<file path="src/rtl/hs_ram_responder.sv">
// Hiscore request responder: slots hiscore RAM accesses into CPU-idle cycles
// and forces a one-cycle CPU stall after MAX_WAIT consecutive busy cycles.
module hs_ram_responder #(
  parameter int AW       = 11,
  parameter int DW       = 8,
  parameter int MAX_WAIT = 64
) (
  input  logic          clk_sys,
  input  logic          reset_n,
  input  logic          hs_access,
  input  logic          hs_req,
  input  logic          hs_write,
  input  logic [AW-1:0] hs_address,
  input  logic [DW-1:0] hs_data_in,
  output logic [DW-1:0] hs_data_out,
  output logic          hs_ready,
  output logic          hs_busy,
  input  logic          cpu_ram_en,
  input  logic          cpu_we,
  input  logic [AW-1:0] cpu_addr,
  input  logic [DW-1:0] cpu_din,
  output logic [DW-1:0] cpu_dout,
  output logic          cpu_hold,
  output logic [AW-1:0] ram_addr,
  output logic [DW-1:0] ram_din,
  output logic          ram_we,
  input  logic [DW-1:0] ram_dout
);

  localparam int CW = (MAX_WAIT < 1) ? 1 : $clog2(MAX_WAIT + 1);

  typedef enum logic [1:0] {S_IDLE, S_WAIT, S_RD_LAT, S_DONE} state_t;

  state_t        state_q;
  logic [CW-1:0] wait_cnt_q;
  logic          req_we_q;
  logic [AW-1:0] req_addr_q;
  logic [DW-1:0] req_data_q;
  logic [DW-1:0] rdata_q;
  logic          wait_max;
  logic          grant;

  assign wait_max = (wait_cnt_q == CW'(MAX_WAIT));
  // Grant resolves in the same cycle so an idle CPU cycle is never wasted.
  assign grant    = (state_q == S_WAIT) && (!cpu_ram_en || wait_max);
  assign cpu_hold = grant && cpu_ram_en;

  assign hs_ready    = (state_q == S_DONE);
  assign hs_busy     = (state_q != S_IDLE);
  assign hs_data_out = rdata_q;
  assign cpu_dout    = ram_dout;

  always_comb begin
    ram_addr = cpu_addr;
    ram_din  = cpu_din;
    ram_we   = cpu_we && cpu_ram_en;
    if (grant) begin
      ram_addr = req_addr_q;
      ram_din  = req_data_q;
      ram_we   = req_we_q;
    end
  end

  always_ff @(posedge clk_sys or negedge reset_n) begin
    if (!reset_n) begin
      state_q    <= S_IDLE;
      wait_cnt_q <= '0;
      req_we_q   <= 1'b0;
      req_addr_q <= '0;
      req_data_q <= '0;
      rdata_q    <= '0;
    end else begin
      case (state_q)
        S_IDLE: begin
          if (hs_req && hs_access) begin
            req_we_q   <= hs_write;
            req_addr_q <= hs_address;
            req_data_q <= hs_data_in;
            state_q    <= S_WAIT;
          end
        end
        S_WAIT: begin
          if (grant) begin
            state_q <= req_we_q ? S_DONE : S_RD_LAT;
          end else if (!wait_max) begin
            wait_cnt_q <= wait_cnt_q + CW'(1);
          end
        end
        S_RD_LAT: begin
          rdata_q <= ram_dout;
          state_q <= S_DONE;
        end
        S_DONE: begin
          wait_cnt_q <= '0;
          state_q    <= S_IDLE;
        end
        default: state_q <= S_IDLE;
      endcase
    end
  end

endmodule

</file>
<file path="config.mk">
export PLATFORM = sky130hd
export DESIGN_NAME = hs_ram_responder
export DESIGN_NICKNAME = d
export VERILOG_FILES = /design/src/rtl/hs_ram_responder.sv
export SDC_FILE = /design/constraint.sdc
export NUM_CORES = 1
export LEC_CHECK = 0
export CAP_MARGIN = 20
export CORE_MARGIN = 3
export CORE_UTILIZATION = 38
export DETAILED_ROUTE_END_ITERATION = 12
export PLACE_DENSITY = 0.86
export SYNTH_ARGS = -nofsm -noshare
export SYNTH_HDL_FRONTEND = slang
export SYNTH_SLANG_ARGS = --single-unit
</file>
<file path="constraint.sdc">
create_clock -name clk_sys -period 2.1 [get_ports clk_sys]
set_input_delay 0.42 -clock clk_sys [delete_from_list [all_inputs] [get_ports clk_sys]]
set_output_delay 0.42 -clock clk_sys [all_outputs]
set_load 0.02 [all_outputs]
</file>
After elaboration in Yosys (flattened, before gate mapping)
Cells that the tools add are included.
- output and inout bits: 39
- flip-flop bits (word level): 37
- $add $sub $neg: 1
- equal/unequal tests: 8
- reduce and logical (&&, ||, !) cells: 12
- muxes and demuxes: 10
- operators with widths (kind ; number):
    $mux W7 ; 2
    $pmux W7 S2 ; 1
    $mux W11 ; 1
    $mux W8 ; 1
    $ne A2 B2 Y1 const B ; 4
    $pmux W2 S4 ; 1
    $add A7 B1 Y7 const B ; 1
    $eq A7 B7 Y1 const B ; 1
    $eq A2 B2 Y1 const B ; 2
    $logic_and A1 B1 Y1 ; 4
    $mux W2 ; 2
    $reduce_and A2 Y1 ; 2
    $reduce_bool A2 Y1 ; 2
    $reduce_and A3 Y1 ; 1
    $eq A2 B1 Y1 const B ; 1
    $logic_not A2 Y1 ; 1
    $mux W1 ; 2
    $logic_not A1 Y1 ; 1
    $logic_or A1 B1 Y1 ; 1

Longest topological paths before layout
Gate-level depths: netlist (run 1).
- word-level depth: 5
- gate-level depth with buffers: 6
- depth with buffers taken out: 5

Least setup slack after synthesis (run 1)
No wires, ideal clock.
- kind: reg-to-output
- start point: reg state_q[1]
- end point: out ram_we
- buffers on the path: 1
- stages on the path, launching flop included: 7
- data arrival time: 1.783 ns
- required time: 1.680 ns
- setup slack: -0.103 ns
- cell sequence: dfrtp_1 inv_1 ha_1 and2b_1 a31oi_4 buf_6 mux2i_1
- cells in the longest elaborated chain, start to end: 3
- RTL lines (item ; RTL line ; text):
    start: declaration ; 34 ; state_t state_q;
    start signal: assignment ; 84 ; state_q <= req_we_q ? S_DONE : S_RD_LAT;
    $eq A2 B1 Y1 ; 45 ; assign grant = (state_q == S_WAIT) && (!cpu_ram_en || wait_max);
    $logic_and A1 B1 Y1 ; 45 ;
    $mux W1 ; 57 ; if (grant) begin
    end: declaration ; 26 ; output logic ram_we,
No other way between the ends.

Worst setup path in the final report (run 1)
- start point: reg wait_cnt_q[1]
- end point: out ram_addr[8]
- cells in the longest elaborated chain, start to end: 4
- RTL lines (item ; RTL line ; text):
    start: declaration ; 35 ; logic [CW-1:0] wait_cnt_q;
    start signal: assignment ; 86 ; wait_cnt_q <= wait_cnt_q + CW'(1);
    $eq A7 B7 Y1 ; 43 ; assign wait_max = (wait_cnt_q == CW'(MAX_WAIT));
    $logic_or A1 B1 Y1 ; 45 ;
    $logic_and A1 B1 Y1 ; 45 ;
    $mux W11 ; 57 ;
    end: declaration ; 24 ; output logic [AW-1:0] ram_addr,
No other way between the ends.

==> results of run 1 <==
## cell families after synthesis
| family | Yosys count | share of synthesized area [%] |
|---|---|---|
| mux | 49 | 28.6 |
| flops | 37 | 43.4 |
| simple gates | 32 | 9.22 |
| buf+inv | 27 | 6.92 |
| compound gates | 20 | 7.69 |
| fa+ha+maj | 7 | 4.11 |
## flip-flops by register name (all words and copies together), names as in the netlist
signal       cells
wait_cnt_q       7
req_data_q       8
req_addr_q      11
hs_data_out      8
req_we_q         1
state_q          2
## worst max-delay path by stage
stage,start,endpoint,slack [ns]
CTS,state_q[1]$_DFFE_PN0P_,ram_din[4],-0.36
detailed placement,cpu_ram_en,ram_addr[10],-0.76
finish,wait_cnt_q[1]$_DFFE_PN0P_,ram_addr[8],-0.34
global placement,cpu_ram_en,ram_din[7],-0.74
global route,wait_cnt_q[1]$_DFFE_PN0P_,ram_addr[8],-0.42
floorplan,state_q[1]$_DFFE_PN0P_,ram_addr[0],0.02
## power groups by stage
stage          combinational [mW]  sequential [mW]  clock [mW]
2_1_floorplan                1.29             1.29           0
3_3_place_gp                 2.24             1.21           0
3_5_place_dp                 2.31             1.23           0
4_1_cts                      2.53             1.23       0.564
5_1_grt                      2.69             1.27       0.593
6_report                     2.50             1.23       0.552
## critical path: cells and delay by family, from the launching register on
family / cells / cell delay (ns)
fa+ha+maj: 1 / 0.16
mux: 1 / 0.32
simple gates: 1 / 0.21
compound gates: 1 / 0.26
flops: 1 / 0.38
buf+inv: 3 / 0.41
## cell usage in the layout (no fill, tap or decap), drive strengths merged, types with 2 or more instances in the layout
cell / instances
clkdlybuf4s50: 66
buf: 50
mux2: 48
dfrtp: 37
inv: 9
nor2: 8
clkbuf: 7
ha: 7
nand2: 5
nand3: 4
a21oi: 3
a211oi: 3
nand4: 3
nand3b: 2
o21ai: 2
dlygate4sd2: 2
and3: 2
## stage by stage
step / hold slack [ns] / cells
after floorplan: 0.124 / 172
after global placement: 0.488 / 336
after detailed placement: 0.493 / 336
after CTS: 0.188 / 349
after global routing: 0.211 / 351
final: 0.165 / 351
## what timing repair did
item / in CTS / in global routing
resized for setup: 143 / 3
cloned: 1 / 0
hold endpoints to repair: 0 / 0
pin swaps: 1 / 1
setup buffers: 4 / 4
endpoints found under the setup margin: 22 / 22
## cell type report
cell class	instances	area (um^2)	area share [%]
Timing Repair Buffer	119	1170	34.1
Multi-Input combinational cell	108	1120	32.5
Sequential cell	37	926	26.9
Clock buffer	7	96.3	2.80
Tap cell	70	87.6	2.55
Inverter	9	33.8	0.983
Clock inverter	1	5.00	0.146
## routing by layer
metal	track usage [%]	vias to the layer above
met2	29.6	76
met3	4.32	6
met5	0	-
li1	-	823
met4	4.39	0
met1	22.1	865
==> impl_metrics.json, run 1 <==
{
  "setup_viol_count_final": 21,
  "port-buffer-count": 91,
  "worst_path_max_delay_cell": "dfrtp_1",
  "violated_checks": "setup timing",
  "wire_per_inst_um": 15.7,
  "final_nets": 340,
  "wl_met3_um": 467,
  "power.leakage_nw": 1.59,
  "synth_cell_types": 41,
  "clock_buffer_count_from_cts": 5,
  "period_minus_slack_ns": 2.44,
  "cp.arrival_ns": 2.02,
  "synthArstFlopShare_pct": 100,
  "cts-root-to-sink-buffers": 2,
  "clock-sinks": 37,
  "total_number_of_placement_rows": 26,
  "finalWorstSetupSlack_ns": -0.344,
  "layout.core_utilization_pct": 65.2,
  "post-synth-top-area-fraction_pct": 43.4,
  "n_antenna_cell": 0,
  "route.final.wire_length_um": 5530,
  "finClkSkew_ns": 0.00955,
  "worstReg2RegStart": "state_q[0]$_DFFE_PN0P_",
  "synth_seq_area_share_pct": 43.4,
  "holdCritPathClass": "in -> async",
  "cts_root_buf": "clkbuf_8",
  "number_of_storage_elements_in_the_synthesis_netlist": 37,
  "initial_utilization_pct": 40.5,
  "design_power_total_mw": 4.28,
  "die_width_um": 80.9,
  "fillerInstances": 413,
  "max_stage_delay_ns": 0.38,
  "tightestPinTransition_ns": 0.476,
  "power.combinational.fraction_pct": 58.5,
  "firstDrtPassIters": 4,
  "drt_iter0_drc": 84,
  "dr_total_vias": 1770,
  "cts_tree": "done",
  "grt_max_degree": 38,
  "syn_avg_cell_area_um2": 12.4,
  "ir_worst_vdd_uv": 581,
  "dp_worst_setup_slack_ns": -0.765,
  "post_synthesis_cell_count": 172,
  "timing.rr.end": "state_q[1]$_DFFE_PN0P_",
  "r2r_setup_slack_ns": 0.28,
  "cts_hold_buffers": 0,
  "critical_path.startpoint_type": "flip-flop",
  "rsz_0062_raised_after_global_routing": "true",
  "antenna_found_initial": 0,
  "finalCritPeriodShare_pct": 116,
  "switching_power_mw": 1.53,
  "synth_edf_count": 0,
  "syn_to_final_growth_pct": 61.3,
  "total_grt_overflow": 0,
  "power.internal_mw": 2.75,
  "htree_num_levels": 2,
  "worstPathCellList": "inv_2, ha_4, and4bb_4, a31oi_4, buf_6, mux2_4, buf_6",
  "synthesis.yosys.warnings": 0,
  "fin_area_um2": 3440,
  "met1Wirelength_um": 2200,
  "seqPwrFrac_pct": 28.6,
  "timing_hold_violations_final": 0,
  "drt.antenna.violating_nets": 0,
  "cp.required_ns": 1.68,
  "critical_path.endpoint_type": "primary output",
  "yosys-top-cells-count": "37 x dfrtp_1, 32 x mux2_2, 16 x mux2_4",
  "clk-insertion-delay-late_ns": 0.29,
  "yosysMostFrequentCell": "dfrtp_1",
  "route.detailed.drc": 0,
  "r2r.worst_path.cells": 6,
  "cp_common_cell": "buf_6",
  "post_synth_instance_area_um2": 2130,
  "route.met2.wl_um": 2810,
  "hpwl_um": 3900,
  "synth_flop_cell": "dfrtp_1",
  "clk_pin_slew_ns": 0.08,
  "die_area_um2": 6550,
  "ys_top_cells_by_area": "dfrtp_1 43%, mux2_2 17%, mux2_4 11%",
  "slew_limit_fails": 0,
  "timing_worst_setup_path_type": "reg -> out",
  "ios": 92,
  "final_layout_size_suffix_gt1_share_pct": 42.7,
  "synth_fp_nets": 232,
  "power_density_nw_per_um2": 1250,
  "timing.critical_path.fanout_max": 8,
  "grt_util_all_layers_pct": 17.4,
  "dpl-instance-area_um2": 3210,
  "max_freq_ghz": 0.409,
  "first_pass_grt_wire_length_um": 8780,
  "status": "finished, violations left",
  "topRoutingLayerUsed": "met4",
  "vias_per_cell": 5.04,
  "tns_ns": -6.72,
  "timing.max_cap.violations": 0,
  "synth.largest_area_cell": "dfrtp_1",
  "swShare_pct": 35.7,
  "gp_congestion": 0.856,
  "dieHeight_um": 80.9,
  "timing.max_slew.rel_slack_pct": 68.3,
  "share_clk_of_total_power_pct": 12.9,
  "grt_pass1_vias": 1830,
  "core_area_um2": 5270
}
Power figures use the tool's default switching activity.
==> run 2: changes to the inputs <==
SKIP_CTS_REPAIR_TIMING = 1   (was default)
==> run 2 against run 1 <==
  * The run still ends with setup timing left
  * Clock power about the same
  * Die area unchanged
  * Maximum frequency decreased by 0.13%
  * Highest routed layer unchanged
  * Cell area fell by 0.55%
  * Core utilization is 0.36 points lower
  * Register-to-register slack better by 0.02 ns
  * Largest power group unchanged
  * Total power fell by 1.2%
  * Setup slack worse by 0.0031 ns
  * Via count decreased by 2.3%
  * Non-clock buffer count shrank 4
  * Sequential cell count unchanged
==> impl_metrics.json, run 2 (synthesized netlist as in run 1, its figures left out) <==
{
  "first_pass_grt_wire_length_um": 8220,
  "worstPathCellList": "inv_2, ha_4, and2b_2, a31oi_4, clkbuf_16, mux2_4, buf_6",
  "largest_register_ffs": 11,
  "clk-insertion-delay-late_ns": 0.29,
  "clk_pin_slew_ns": 0.08,
  "cp.required_ns": 1.68,
  "timing.max_cap.violations": 0,
  "finish.cell_count_without_fillers": 347,
  "max_stage_delay_ns": 0.37,
  "layout.core_utilization_pct": 64.9,
  "clock_buffer_count_from_cts": 5,
  "status": "finished, violations left",
  "fillerInstances": 408,
  "topRoutingLayerUsed": "met4",
  "rsz_0062_raised_after_global_routing": "true",
  "fin_hold_ws_ns": 0.166,
  "dp_worst_setup_slack_ns": -0.765,
  "cts_tree": "done",
  "route.detailed.drc": 0,
  "total_buffers_and_inverters_traversed_by_the_critical_path": 3,
  "holdCritPathClass": "in -> async",
  "route.final.wire_length_um": 5340,
  "total_number_of_placement_rows": 26,
  "drt_iter0_drc": 57,
  "final_layout_size_suffix_gt1_share_pct": 41.9,
  "ios": 92,
  "cts-root-to-sink-buffers": 2,
  "timing_hold_violations_final": 0,
  "wl_met3_um": 507,
  "multi_input_comb_area_um2": 1110,
  "antenna_found_initial": 0,
  "gp_congestion": 0.856,
  "layout.cells.most_common": "clkdlybuf4s50_1",
  "top_register": "req_addr_q",
  "final_nets": 336,
  "period_minus_slack_ns": 2.45,
  "setup_viol_count_final": 21,
  "hpwl_um": 3900,
  "slew_limit_fails": 0,
  "initial_utilization_pct": 40.5,
  "finalCritPeriodShare_pct": 117,
  "grt_max_degree": 38,
  "numPlacedInstances": 336,
  "ir_worst_vdd_uv": 568,
  "cts_root_buf": "clkbuf_8",
  "route.met2.wl_um": 2730,
  "total_grt_overflow": 0,
  "n_antenna_cell": 0,
  "violated_checks": "setup timing",
  "setup.worst_path.start": "state_q[1]$_DFFE_PN0P_",
  "dieHeight_um": 80.9,
  "finalWorstSetupSlack_ns": -0.347,
  "power.leakage_nw": 1.59,
  "timing_worst_setup_path_type": "reg -> out",
  "max_freq_ghz": 0.409,
  "critical_path.startpoint_type": "flip-flop",
  "critical_path.endpoint_type": "primary output",
  "clock-sinks": 37,
  "dr_total_vias": 1730,
  "power_density_nw_per_um2": 1240,
  "core_area_um2": 5270,
  "die_width_um": 80.9,
  "worst_path_max_delay_cell": "dfrtp_1",
  "most-common-layout-cells": "66 x clkdlybuf4s50_1, 37 x dfrtp_1, 30 x mux2_2",
  "firstDrtPassIters": 4,
  "worstReg2RegStart": "state_q[0]$_DFFE_PN0P_",
  "timing.critical_path.fanout_max": 8,
  "vias_per_cell": 4.99,
  "timing.max_slew.rel_slack_pct": 68.7,
  "tns_ns": -6.41,
  "wire_per_inst_um": 15.4,
  "htree_num_levels": 2,
  "grt_util_all_layers_pct": 16.1,
  "tightestPinTransition_ns": 0.469,
  "syn_to_final_growth_pct": 60.4,
  "drt.antenna.violating_nets": 0,
  "finClkSkew_ns": 0.00799,
  "cp.arrival_ns": 2.03,
  "ff_latch_area_um2": 926,
  "crit_family": "buffers and inverters",
  "met1Wirelength_um": 2060,
  "die_area_um2": 6550,
  "port-buffer-count": 91,
  "r2r_setup_slack_ns": 0.30,
  "grt_pass1_vias": 1741
}
run 2: cell types whose count changed in the layout (fill, tap and decap cells not counted):
cell / change
clkbuf_2: +1
dlygate4sd2_1: -2
dlymetal6s2s_1: +2
buf_12: +1
buf_6: -4
mux2_2: +1
mux2_4: -1
buf_4: -3
nor2_2: +1
nor2_4: -1
clkbuf_16: +1
run 2: metal layers:
metal / up-vias / track usage, %
li1: 814 / -
met4: 0 / 4.05
met1: 834 / 19.7
met3: 5 / 4.55
met2: 77 / 28.0
met5: - / 0
run 2: power breakdown:
part / internal, mW / switching [mW]
Combinational: 1.40 / 1.06
Sequential: 1.04 / 0.181
Clock: 0.297 / 0.252
Total: 2.74 / 1.49
run 2: final cells by class:
| type | count | share of cell area, % |
|---|---|---|
| clock buffers | 7 | 2.82 |
| clock inverters | 1 | 0.146 |
| inverters | 9 | 0.988 |
| multi-input cells | 108 | 32.4 |
| flip-flops and latches | 37 | 27.1 |
| well taps | 70 | 2.56 |
| repair buffers | 115 | 34.0 |
run 2: final timing paths:
| path | end | depth (start not counted) |
|---|---|---|
| min reg2reg | hs_data_out[0]$_DFFE_PN0N_ | 1 |
| min | hs_data_out[0]$_DFFE_PN0N_ | 2 |
| min in group clk_sys | hs_data_out[0]$_DFFE_PN0N_ | 1 |
| max in group asynchronous | req_addr_q[9]$_DFFE_PN0P_ | 2 |
| max reg2reg | state_q[1]$_DFFE_PN0P_ | 6 |
| max | ram_din[6] | 7 |
run 2: worst register-to-register path, delay by kind of cell, from the launching register on:
| family | cells | cell delay (ns) |
|---|---|---|
| buf+inv | 2 | 0.22 |
| flops | 1 | 0.39 |
| compound gates | 2 | 0.47 |
| mux | 1 | 0.38 |
| fa+ha+maj | 1 | 0.24 |
run 2: stage by stage:
step | area [um^2] | total power [mW]
2_1_floorplan | 2150 | 2.59
3_3_place_gp | 3210 | 3.45
3_5_place_dp | 3210 | 3.54
4_1_cts | 3310 | 4.10
5_1_grt | 3420 | 4.51
6_report | 3420 | 4.23
==> run 3: changes to the inputs <==
SKIP_CTS_REPAIR_TIMING = default   (was 1)
==> results of run 3 <==
The final DEF is identical to that of run 1; final timing and power are the same.
